### config.mk
export PLATFORM = sky130hd
export DESIGN_NAME = dm_mem_responder
export DESIGN_NICKNAME = d
export VERILOG_FILES = /design/src/rtl/debug_pkg.sv /design/src/rtl/dm_mem_timeout.sv /design/src/rtl/dm_mem_responder.sv
export SDC_FILE = /design/constraint.sdc
export NUM_CORES = 1
export LEC_CHECK = 0
export BUFFER_PORTS_ARGS = -buffer_cell sky130_fd_sc_hd__buf_2
export CAP_MARGIN = 40
export CORE_MARGIN = 8
export CORE_UTILIZATION = 45
export DETAILED_ROUTE_END_ITERATION = 12
export PLACE_DENSITY = 0.82
export SLEW_MARGIN = 20
export SYNTH_ARGS = -nofsm -noshare
export SYNTH_HDL_FRONTEND = slang
export SYNTH_SLANG_ARGS = --single-unit
### constraint.sdc
create_clock -name clk_i -period 3.58 [get_ports clk_i]
set_input_delay 0.537 -clock clk_i [delete_from_list [all_inputs] [get_ports clk_i]]
set_output_delay 0.537 -clock clk_i [all_outputs]
set_load 0.01 [all_outputs]
### src/rtl/debug_pkg.sv
`default_nettype none
// ============================================================================
//  Module   : debug_pkg
//  Purpose  : Shared types and helpers for the debug-module memory responder.
//  Revision : 1.0  initial release
// ============================================================================
package debug_pkg;

  typedef enum logic [1:0] {
    DM_MEM_IDLE = 2'd0,
    DM_MEM_REQ  = 2'd1,
    DM_MEM_RESP = 2'd2,
    DM_MEM_DONE = 2'd3
  } dm_mem_state_e;

  localparam int unsigned DM_MEM_TMO_DEFAULT = 256;

  // Only naturally aligned byte, halfword and word accesses may reach the bus
  function automatic logic legal_strobe(input logic [3:0] st);
    logic ok;
    case (st)
      4'b0001, 4'b0010, 4'b0100, 4'b1000,
      4'b0011, 4'b1100, 4'b1111: ok = 1'b1;
      default:                   ok = 1'b0;
    endcase
    return ok;
  endfunction

endpackage
`default_nettype wire

### src/rtl/dm_mem_timeout.sv
`default_nettype none
// ============================================================================
//  Module   : dm_mem_timeout
//  Purpose  : Per-phase watchdog counter. load_i clears the count, en_i lets
//             it run; expired_o flags the TMO_CYC-th enabled cycle.
//  Revision : 1.0  initial release
// ============================================================================
module dm_mem_timeout #(
  parameter int unsigned TMO_CYC = 256
) (
  input  logic clk_i,
  input  logic rst_i,
  input  logic load_i,
  input  logic en_i,
  output logic expired_o
);

  localparam int unsigned CW = (TMO_CYC > 1) ? $clog2(TMO_CYC) : 1;
  localparam logic [CW-1:0] CNT_LAST = CW'(TMO_CYC - 1);

  logic [CW-1:0] cnt_q, cnt_d;

  assign expired_o = en_i && (cnt_q == CNT_LAST);

  // Next count: restart on phase entry, otherwise advance while the phase runs
  always_comb begin
    cnt_d = cnt_q;
    if (load_i) begin
      cnt_d = '0;
    end else if (en_i && !expired_o) begin
      cnt_d = cnt_q + CW'(1);
    end
  end

  // Count register
  always_ff @(posedge clk_i or posedge rst_i) begin
    if (rst_i) begin
      cnt_q <= '0;
    end else begin
      cnt_q <= cnt_d;
    end
  end

endmodule
`default_nettype wire

### src/rtl/dm_mem_responder.sv
`default_nettype none
// ============================================================================
//  Module   : dm_mem_responder
//  Purpose  : Runs one DM abstract memory request as a single req/gnt/rvalid
//             bus transaction and returns data with a one-cycle done pulse.
//             Optional macro DBG_MEM_TIMEOUT_EN adds a per-phase timeout.
//  Revision : 1.0  initial release
// ============================================================================
module dm_mem_responder
  import debug_pkg::*;
#(
  parameter int unsigned AW      = 32,
  parameter int unsigned DW      = 32,
  parameter int unsigned TMO_CYC = DM_MEM_TMO_DEFAULT
) (
  input  logic          clk_i,
  input  logic          rst_i,
  input  logic          am_en_i,
  input  logic          am_wr_i,
  input  logic [3:0]    am_st_i,
  input  logic [AW-1:0] am_ad_i,
  input  logic [DW-1:0] am_di_i,
  output logic [DW-1:0] am_do_o,
  output logic          am_done_o,
  output logic          am_err_o,
  output logic          bus_req_o,
  output logic          bus_we_o,
  output logic [3:0]    bus_be_o,
  output logic [AW-1:0] bus_addr_o,
  output logic [DW-1:0] bus_wdata_o,
  input  logic          bus_gnt_i,
  input  logic          bus_rvalid_i,
  input  logic [DW-1:0] bus_rdata_i,
  input  logic          bus_err_i
);

  dm_mem_state_e state_q, state_d;
  logic          am_en_q;
  logic          wr_q, wr_d;
  logic [3:0]    be_q, be_d;
  logic [AW-3:0] addr_q, addr_d;
  logic [DW-1:0] wdata_q, wdata_d;
  logic [DW-1:0] do_q, do_d;
  logic          err_q, err_d;
  logic          skip_q, skip_d;
  logic          tmo_expired;
  logic          accept;
  logic          rsp_valid;
  logic [DW-1:0] lane_mask;

  // A held enable must fall before it can start another transaction
  assign accept    = (state_q == DM_MEM_IDLE) && am_en_i && !am_en_q;
  // A response owed to a timed-out transaction is swallowed, not consumed
  assign rsp_valid = bus_rvalid_i && !skip_q;

`ifdef DBG_MEM_TIMEOUT_EN
  logic tmo_load;
  logic tmo_run;

  assign tmo_run  = (state_q == DM_MEM_REQ) || (state_q == DM_MEM_RESP);
  assign tmo_load = (state_d != state_q);

  dm_mem_timeout #(
    .TMO_CYC (TMO_CYC)
  ) u_timeout (
    .clk_i     (clk_i),
    .rst_i     (rst_i),
    .load_i    (tmo_load),
    .en_i      (tmo_run),
    .expired_o (tmo_expired)
  );

  // One-deep flag marking that a late response is still in flight
  always_ff @(posedge clk_i or posedge rst_i) begin
    if (rst_i) begin
      skip_q <= 1'b0;
    end else begin
      skip_q <= skip_d;
    end
  end
`else
  logic unused_tmo;

  assign tmo_expired = 1'b0;
  assign skip_q      = 1'b0;
  assign unused_tmo  = ^{TMO_CYC, skip_d};
`endif

  // Byte-lane mask of the latched strobes; unrequested read lanes return zero
  always_comb begin
    lane_mask = '0;
    for (int i = 0; i < 4; i++) begin
      lane_mask[8*i +: 8] = {8{be_q[i]}};
    end
  end

  // Transaction sequencing and result capture
  always_comb begin
    state_d = state_q;
    wr_d    = wr_q;
    be_d    = be_q;
    addr_d  = addr_q;
    wdata_d = wdata_q;
    do_d    = do_q;
    err_d   = err_q;
    skip_d  = skip_q && !bus_rvalid_i;
    case (state_q)
      DM_MEM_IDLE: begin
        if (accept) begin
          wr_d    = am_wr_i;
          be_d    = am_st_i;
          addr_d  = am_ad_i[AW-1:2];
          wdata_d = am_di_i;
          if (legal_strobe(am_st_i)) begin
            err_d   = 1'b0;
            state_d = DM_MEM_REQ;
          end else begin
            err_d   = 1'b1;
            state_d = DM_MEM_DONE;
          end
        end
      end
      DM_MEM_REQ: begin
        // A grant always wins: once accepted the bus owes us a response
        if (bus_gnt_i) begin
          state_d = DM_MEM_RESP;
        end else if (tmo_expired) begin
          err_d   = 1'b1;
          state_d = DM_MEM_DONE;
        end
      end
      DM_MEM_RESP: begin
        if (rsp_valid) begin
          if (!wr_q) begin
            do_d = bus_rdata_i & lane_mask;
          end
          err_d   = bus_err_i;
          state_d = DM_MEM_DONE;
        end else if (tmo_expired) begin
          err_d   = 1'b1;
          skip_d  = 1'b1;
          state_d = DM_MEM_DONE;
        end
      end
      DM_MEM_DONE: begin
        state_d = DM_MEM_IDLE;
      end
      default: begin
        state_d = DM_MEM_IDLE;
      end
    endcase
  end

  // State, request and result registers
  always_ff @(posedge clk_i or posedge rst_i) begin
    if (rst_i) begin
      state_q <= DM_MEM_IDLE;
      am_en_q <= 1'b0;
      wr_q    <= 1'b0;
      be_q    <= '0;
      addr_q  <= '0;
      wdata_q <= '0;
      do_q    <= '0;
      err_q   <= 1'b0;
    end else begin
      state_q <= state_d;
      am_en_q <= am_en_i;
      wr_q    <= wr_d;
      be_q    <= be_d;
      addr_q  <= addr_d;
      wdata_q <= wdata_d;
      do_q    <= do_d;
      err_q   <= err_d;
    end
  end

  assign bus_req_o   = (state_q == DM_MEM_REQ);
  assign bus_we_o    = wr_q;
  assign bus_be_o    = be_q;
  assign bus_addr_o  = {addr_q, 2'b00};
  assign bus_wdata_o = wdata_q;
  assign am_do_o     = do_q;
  assign am_err_o    = err_q;
  assign am_done_o   = (state_q == DM_MEM_DONE);

endmodule
`default_nettype wire

==> results.ini, run 1 <==
[detailed_routing]
drc = 0
via_per_inst = 4.86
drtIter0Drc = 198
routed_wl_um = 10500
first_pass_iters = 4
vias = 3097
route.antenna.remaining_nets = 0
drt-wirelength-per-cell_um = 16.5

[clock_tree]
h-tree-depth = 3
cts_inserted_buffers = 9
cts.reportedPaths.clkPinSlew_ns = 0.10
clk_latency_ns = 0.36
cts_tree = yes
cts_setup_buffers = 0
root_buffer = clkbuf_8
cts.path.max_buffers = 2
cts_resized = 0
holdBufCountCts = 0
cts.sinks = 103

[finish]
multi_input_area_sq_um = 1440
diodes = 0
area_delta_synth_final_pct = 31.9
drive_gt1_share_pct = 56.1
utilization_pct = 60.2
fin_cells = 637
fillers = 765
fin_nets = 633
seq_area_sq_um = 2580

[logic_synthesis]
syn_area_sq_um = 4140
ys_async_sr_fraction_pct = 100
synth-edff-count = 0
yosys-top-cells-count = dfrtp_1, nand2_1, mux2_2
synth_area_leader_cell = dfrtp_1
yosys.area.top_type_share_pct = 62.3
ys.flop_type = dfrtp_1
synth_warnings = 0
yosysMostFrequentCell = dfrtp_1
synth.avg_cell_area_sq_um = 13.0
yosysSeqAreaShare_pct = 62.3
ys_ff_latch = 103
synth_cell_types = 25
syn_inst = 318
synth.top_cells.by_area = dfrtp_1, mux2_2, mux2_4

[setup_path]
required_ns = 3.81
startpoint_type = register
endpoint_kind = register
critical-path-max-stage-delay_ns = 0.48
crit_type = register to register
crit_slowest_cell = nand3b_4
worst-endpoint-arrival_ns = 2.50
cp_cell_sequence = inv_1 -> ha_1 -> nand3b_4 -> buf_4 -> a311oi_1 -> nor3_1
critPathMaxFanout = 38

[global_routing]
antenna_found_initial = 0
grt_pass1_vias = 3293
overflow = 0
grt_start_max_net_pins = 65
grt_usage_pct = 16.7
grt_pass1_wl_um = 16900

[floorplanning]
num_rows = 35
fp.dieW_um = 112
coreArea_sq_um = 9060
die_area_sq_um = 12500
io_pins = 211
die_y_um = 112
initial_core_util_pct = 45.6

[power]
powerDensity_nw_per_um2 = 846
power_leakage_nw = 2.92
ir_worst_vdd_mv = 0.407

[worst_hold_path]
hold_class = primary input to asynchronous set/reset pin

[sta]
setup_tns_ns = 0
maxSlewHeadroom_pct = 61.7
post-route-period-util_pct = 63.4
clock.fmax_ghz = 0.440
fin_skew_ns = 0.0177
rsz0062_at_grt = no
hold_violations = 0
final_max_slew_viol_count = 0
post-route-min-period_ns = 2.27
tightest_slew_ns = 0.575
setup_viol = 0

[placement]
placed_cells = 621
dp_hpwl_um = 8120
gp_congestion = 0.762
port_buffers = 206

[run_status]
status = completed

[flow_run]
maxCapViolations = 0

## through the flow
stage | instance area, sq um | setup slack [ns] | power (mW) | hold slack (ns)
floorplan | 4140 | 0.339 | 3.11 | 0.513
global placement | 5230 | 1.43 | 3.85 | 0.457
detailed placement | 5260 | 1.32 | 3.95 | 0.466
CTS | 5460 | 1.30 | 4.69 | 0.247
global route | 5460 | 1.14 | 4.95 | 0.269
finish | 5460 | 1.31 | 4.62 | 0.238
## cell families (layout without fill, tap and decap cells)
kind of cell	Yosys count	in the layout	synth area share, %
AOI/OAI and AO/OA	40	40	5.17
buffers and inverters	24	231	3.24
other	1	2	0.0907
adders and majority gates	5	5	1.51
and+or+nand+nor	78	78	7.71
DFF	103	103	62.3
muxes	67	67	20.0
## path summary, 6_finish.rpt
kind | start | to | slack, ns | cells past startpoint
max | state_q[0] | am_err_o | 1.31 | 6
min | rst_i | bus_wdata_o[15] | 0.24 | 2
max reg2reg | state_q[0] | am_err_o | 1.31 | 6
min reg2reg | am_do_o[15] | am_do_o[15] | 0.48 | 2
max in group asynchronous | rst_i | am_do_o[4] | 2.45 | 4
min in group clk_i | am_en_i | am_en_q | 0.36 | 1
## flip-flops by register name, indices dropped and copies added, names as in the netlist
name and count:
bus_wdata_o 32, am_en_q 1, am_err_o 1, state_q 2
am_do_o 32, bus_be_o 4, addr_q 30, bus_we_o 1
## critical path, delay by kind of cell (launching register included)
family,cells,cell delay [ns]
buffers and inverters,2,0.59
DFF,1,0.42
and+or+nand+nor,2,0.55
AOI/OAI and AO/OA,1,0.30
adders and majority gates,1,0.30
## area by class of cell
type	count	share of cell area (%)
well taps	111	2.55
inverters	4	0.321
repair buffers	211	20.0
clock buffers	10	2.34
multi-input cells	192	26.4
flip-flops and latches	103	47.2
clock inverters	6	1.24
## cells in the final DEF (no fill, tap or decap), types with 3 or more instances in the layout
cell type and instances:
buf_2 206, buf_4 4, clkbuf_8 9, dfrtp_1 103, ha_1 5, inv_1 3, mux2_2 48, mux2_4 19
nand2_1 65, nor2_1 4, o21ai_0 33
## layer usage
metal | GRT usage (%) | part of all wire [%] | wire length (um) | up-vias
li1 | - | - | - | 1472
met1 | 19.1 | 41 | 4270 | 1489
met2 | 28.2 | 49 | 5200 | 125
met3 | 6.55 | 8.7 | 917 | 11
met4 | 5.56 | 1.1 | 116 | 0
met5 | 0 | 0 | 0 | -
## where the power goes
| group | total (mW) | internal [mW] | leakage [nW] | switching, mW |
|---|---|---|---|---|
| registers | 2.04 | 1.71 | 1.27 | 0.329 |
| logic | 1.85 | 0.926 | 1.56 | 0.925 |
| clock network | 0.727 | 0.328 | 0.0933 | 0.399 |
| total | 4.62 | 2.96 | 2.92 | 1.65 |
Power figures use the tool's default switching activity.
==> run 2: changes to the inputs <==
--- a/config.mk
+++ b/config.mk
@@ -5,12 +5,13 @@
 export SDC_FILE = /design/constraint.sdc
 export NUM_CORES = 1
 export LEC_CHECK = 0
+export ABC_AREA = 1
 export BUFFER_PORTS_ARGS = -buffer_cell sky130_fd_sc_hd__buf_2
 export CAP_MARGIN = 40
 export CORE_MARGIN = 8
-export CORE_UTILIZATION = 45
+export CORE_UTILIZATION = 46
 export DETAILED_ROUTE_END_ITERATION = 12
-export PLACE_DENSITY = 0.82
+export PLACE_DENSITY = 0.83
 export SLEW_MARGIN = 20
 export SYNTH_ARGS = -nofsm -noshare
 export SYNTH_HDL_FRONTEND = slang
==> constraint.sdc (replaced) <==
create_clock -name clk_i -period 2.1 [get_ports clk_i]
set_input_delay 0.315 -clock clk_i [delete_from_list [all_inputs] [get_ports clk_i]]
set_output_delay 0.315 -clock clk_i [all_outputs]
set_load 0.01 [all_outputs]
==> run 2 against run 1 <==
Effect of this change:
- area after synthesis rose by 2.2%
- setup slack worse by 0.97 ns
- clock power rose by 91%
- worst hold slack got worse by 0.10 ns
- wire length up 5.9%
- largest power group unchanged
==> results.ini, run 2 <==
[run_status]
status = completed

[logic_synthesis]
syn_inst = 474
yosysSeqAreaShare_pct = 60.9
yosys.area.top_type_share_pct = 60.9
ys.flop_type = dfrtp_1
synth.top_cells.by_area = dfrtp_1, o21ai_0, inv_1
yosysMostFrequentCell = inv_1
synth-edff-count = 0
ys_ff_latch = 103
syn_area_sq_um = 4230
synth_area_leader_cell = dfrtp_1
synth_cell_types = 15
synth.avg_cell_area_sq_um = 8.92
synth_warnings = 0
ys_async_sr_fraction_pct = 100
yosys-top-cells-count = inv_1, dfrtp_1, o21ai_0

[setup_path]
crit_path_start = state_q[0]
worst-endpoint-arrival_ns = 2.01
r2r-start = state_q[0]
required_ns = 2.35
endpoint_kind = register
crit_type = register to register
startpoint_type = register
critPathMaxFanout = 53

[worst_hold_path]
hold_path.startpoint = am_en_i
hold_class = primary input to register

[sta]
clock.fmax_ghz = 0.567
fin_skew_ns = 0.0137
hold_slack_ns = 0.138
post-route-min-period_ns = 1.76
tightest_slew_ns = 0.683
setup_viol = 0
hold_violations = 0
rsz0062_at_grt = no
post-route-period-util_pct = 84.0
maxSlewHeadroom_pct = 54.5
setup_tns_ns = 0
final_max_slew_viol_count = 0

[placement]
gp_congestion = 0.854
placed_cells = 771
dp_hpwl_um = 8820
port_buffers = 206

[power]
power_leakage_nw = 3.27
total_power_mw = 7.73
p_switching_mw = 2.90
combPwrFrac_pct = 37.5
ir_worst_vdd_mv = 0.658
pwr-share-clk_pct = 18.0
swShare_pct = 37.5
sequentialPowerShare_pct = 44.5
powerDensity_nw_per_um2 = 1380
p_int_mw = 4.83

[finish]
fin_nets = 783
area_delta_synth_final_pct = 32.1
fillers = 750
drive_gt1_share_pct = 33.9
diodes = 0
fin_cells = 784
final_cell_mix = buf_2, inv_1, dfrtp_1, o21ai_0, nand2_1
layout_commonest_cell = buf_2

[floorplanning]
die_y_um = 112
fp.dieW_um = 112
io_pins = 211
coreArea_sq_um = 9060
initial_core_util_pct = 46.7
die_area_sq_um = 12500
num_rows = 35

[clock_tree]
cts.sinks = 103
holdBufCountCts = 0
clk_latency_ns = 0.35
root_buffer = clkbuf_8
cts_inserted_buffers = 9
cts_resized = 0
cts.path.max_buffers = 2
h-tree-depth = 3
cts.reportedPaths.clkPinSlew_ns = 0.10
cts_tree = yes
cts_setup_buffers = 0

[detailed_routing]
route.antenna.remaining_nets = 0
vias = 3619
routed_wl_um = 11100
drtIter0Drc = 229
drc = 0
drt-wirelength-per-cell_um = 14.2
first_pass_iters = 4
via_per_inst = 4.62

[flow_run]
maxCapViolations = 0

[global_routing]
grt_usage_pct = 18.1
grt_pass1_vias = 3786
grt_pass1_wl_um = 18300
overflow = 0
grt_start_max_net_pins = 65
antenna_found_initial = 0

==> run 2: cell types whose count changed after synthesis, moves of 4 or more <==
cell      change
clkbuf_1     +11
mux2_4       -19
o21ai_0      +62
nand3_1      +37
inv_1       +104
buf_1         -4
nand2_1      +19
mux2_2       -48
nor2_1        +4
==> run 2: logic make-up after synthesis <==
family / synth area share, %
other cells: 0.0887
flops: 60.9
buf+inv: 12.7
simple gates: 12.9
fa+ha+maj: 1.48
compound gates: 11.8
==> run 2: path summary, 6_finish.rpt <==
check / slack, ns / to / cells past startpoint
worst max register to register: 0.34 / addr_q[18] / 5
min in group asynchronous: 0.15 / am_do_o[13] / 3
max in group asynchronous: 1.45 / bus_wdata_o[27] / 3
worst max-delay path: 0.34 / addr_q[18] / 5
worst min register to register: 0.48 / addr_q[26] / 2
worst min-delay path: 0.14 / am_en_q / 1
==> run 2: layout make-up <==
class	instances	area (sq um)	share of cell area, %
sequential	103	2580	46.1
multi-input combinational	237	1130	20.2
timing repair buffer	211	1110	19.8
inverter	109	413	7.39
tap	111	139	2.49
clock buffer	9	124	2.22
clock inverter	4	97.6	1.75
==> run 2: per-stage QoR <==
stage	utilization, %	setup WS, ns	area (sq um)
floorplan	-	0.553	4240
global placement	59.2	0.478	5370
detailed placement	59.2	0.364	5370
CTS	61.6	0.320	5590
global route	61.6	0.179	5590
finish	61.6	0.337	5590
==> run 2: power groups by stage <==
| stage | registers [mW] | clock network [mW] | logic [mW] |
|---|---|---|---|
| detailed placement | 3.47 | 0 | 2.96 |
| finish | 3.44 | 1.39 | 2.90 |
| global placement | 3.42 | 0 | 2.85 |
| CTS | 3.45 | 1.43 | 2.96 |
| global route | 3.56 | 1.50 | 3.30 |
| floorplan | 3.79 | 0 | 1.18 |
==> run 2: layer usage <==
| metal | vias up | share of wire [%] | track usage, % |
|---|---|---|---|
| met5 | - | 0 | 0 |
| met4 | 0 | 1.3 | 6.56 |
| met3 | 16 | 14 | 9.63 |
| met2 | 177 | 45 | 28.8 |
| met1 | 1601 | 40 | 20.1 |
| li1 | 1825 | - | - |
==> run 2: critical path, stage by stage (launching register included) <==
cell	delay, ns
dfrtp_1	0.44
inv_1	0.12
ha_1	0.27
nand3_4	0.31
buf_12	0.30
o21ai_0	0.21
==> run 3: changes to the inputs <==
--- a/config.mk
+++ b/config.mk
@@ -5,13 +5,13 @@
 export SDC_FILE = /design/constraint.sdc
 export NUM_CORES = 1
 export LEC_CHECK = 0
-export ABC_AREA = 1
+export ABC_AREA = 0
 export BUFFER_PORTS_ARGS = -buffer_cell sky130_fd_sc_hd__buf_2
 export CAP_MARGIN = 40
 export CORE_MARGIN = 8
-export CORE_UTILIZATION = 46
+export CORE_UTILIZATION = 45
 export DETAILED_ROUTE_END_ITERATION = 12
-export PLACE_DENSITY = 0.83
+export PLACE_DENSITY = 0.82
 export SLEW_MARGIN = 20
 export SYNTH_ARGS = -nofsm -noshare
 export SYNTH_HDL_FRONTEND = slang
==> constraint.sdc (replaced) <==
create_clock -name clk_i -period 1.75 [get_ports clk_i]
set_input_delay 0.2625 -clock clk_i [delete_from_list [all_inputs] [get_ports clk_i]]
set_output_delay 0.2625 -clock clk_i [all_outputs]
set_load 0.01 [all_outputs]
==> run 3 against run 2 <==
Effect of this change:
- critical path depth rose by 2
- setup slack got worse by 0.21 ns
- utilization fell by 0.91 points
- count of clock-buffer cells in the layout grew 3
- critical path type unchanged
==> results.ini, run 3 (synthesis gave the netlist of run 1 again) <==
[setup_path]
crit_path_start = state_q[0]
regToRegSetupSlack_ns = 0.12
reg2reg_depth = 7
worst-endpoint-arrival_ns = 1.85
startpoint_type = register
required_ns = 1.97
r2r-end = am_do_o[26]
endpoint_kind = register
critPathMaxFanout = 64
cp-endpoint = am_do_o[26]
crit_type = register to register
r2r-start = state_q[0]

[power]
ir_worst_vdd_mv = 0.801
powerDensity_nw_per_um2 = 1710
power_leakage_nw = 2.95

[clock_tree]
root_buffer = clkbuf_8
clk_latency_ns = 0.35
cts.path.max_buffers = 2
cts_setup_buffers = 0
cts_tree = yes
h-tree-depth = 3
cts_inserted_buffers = 9
cts.sinks = 103
cts.reportedPaths.clkPinSlew_ns = 0.09

[sta]
hold_violations = 0
setup_viol = 0
maxSlewHeadroom_pct = 57.9
fin_skew_ns = 0.0167
final_max_slew_viol_count = 0
tightest_slew_ns = 0.632
setup_tns_ns = 0
clock.fmax_ghz = 0.614
post-route-min-period_ns = 1.63
post-route-period-util_pct = 93.0
rsz0062_at_grt = no

[global_routing]
overflow = 0
grt_pass1_wl_um = 16600
antenna_found_initial = 0
grt_start_max_net_pins = 65
grt_usage_pct = 16.3
grt_pass1_vias = 3262

[detailed_routing]
drt-wirelength-per-cell_um = 16.2
via_per_inst = 4.83
first_pass_iters = 5
vias = 3087
routed_wl_um = 10300
route.antenna.remaining_nets = 0
drc = 0
drtIter0Drc = 159

[floorplanning]
die_area_sq_um = 12500
coreArea_sq_um = 9060
num_rows = 35
io_pins = 211
initial_core_util_pct = 45.6
die_y_um = 112
fp.dieW_um = 112

[finish]
fin_nets = 635
final_cell_mix = buf_2, dfrtp_1, nand2_1, mux2_2, o21ai_0
diodes = 0
fin_cells = 639
fillers = 762
multi_input_area_sq_um = 1440
area_delta_synth_final_pct = 33.1
layout_commonest_cell = buf_2
seq_area_sq_um = 2580
drive_gt1_share_pct = 56.8

[placement]
port_buffers = 206
gp_congestion = 0.740
placed_cells = 622
dp_hpwl_um = 8080

[run_status]
status = completed

[flow_run]
maxCapViolations = 0

[worst_hold_path]
hold_class = primary input to register

==> run 3: changes by cell type in the layout (fill, tap and decap cells not counted), moves of 19 or more <==
cell / delta
nand2_1: -19
inv_1: -105
mux2_4: +19
nand3_1: -36
mux2_2: +48
o21ai_0: -63
==> run 3: area by class of cell <==
class / count / share of cell area, %
clock inverter: 4 / 0.637
clock buffer: 12 / 2.82
inverter: 4 / 0.341
timing repair buffer: 213 / 20.6
multi-input combinational: 192 / 26.2
tap: 111 / 2.52
sequential: 103 / 46.8
==> run 3: stage by stage <==
step                utilization [%]  area (sq um)  total power, mW  hold slack, ns  setup slack (ns)
floorplan                         -          4140             6.37           0.294             0.193
global placement               58.5          5300             7.92           0.353             0.153
detailed placement             58.5          5300             8.13           0.363           0.00772
CTS                            60.7          5500             9.58          0.0810            0.0148
global route                   60.7          5500             10.1          0.0781           0.00725
finish                         60.7          5500             9.44          0.0947             0.122
==> run 3: what timing repair did <==
action / CTS / global route
cloned: 0 / 0
endpoints found under the hold margin: 52 / 0
hold buffers: 1 / 0
pin swaps: 0 / 0
gates resized for setup: 1 / 3
setup endpoints to repair: 1 / 33
==> run 3: how the worst min path moves through the flow <==
stage	startpoint	to	slack (ns)	depth (start not counted)
floorplan	am_en_i	am_en_q	0.29	0
global placement	rst_i	bus_wdata_o[3]	0.35	3
detailed placement	rst_i	bus_wdata_o[3]	0.36	3
CTS	am_en_i	am_en_q	0.08	1
global route	am_en_i	am_en_q	0.08	1
finish	am_en_i	am_en_q	0.09	1
==> run 3: routing by layer <==
layer	routed length, um	global-route usage, %
met1	4020	18.4
met3	926	6.39
met5	0	0
met4	98	4.65
met2	5280	28.1
==> run 3: worst max-delay path, stage by stage (launching register included) <==
cell and delay, ns:
dfrtp_1 0.43, inv_2 0.10, ha_2 0.23, nand2_1 0.08
or2_2 0.30, buf_12 0.19, nand2_1 0.09, o21ai_0 0.08
==> run 3: power breakdown <==
part	leakage (nW)	internal, mW	switching [mW]
clock	0.0980	0.616	0.805
combinational	1.57	1.94	1.91
sequential	1.27	3.50	0.667
total	2.95	6.06	3.38
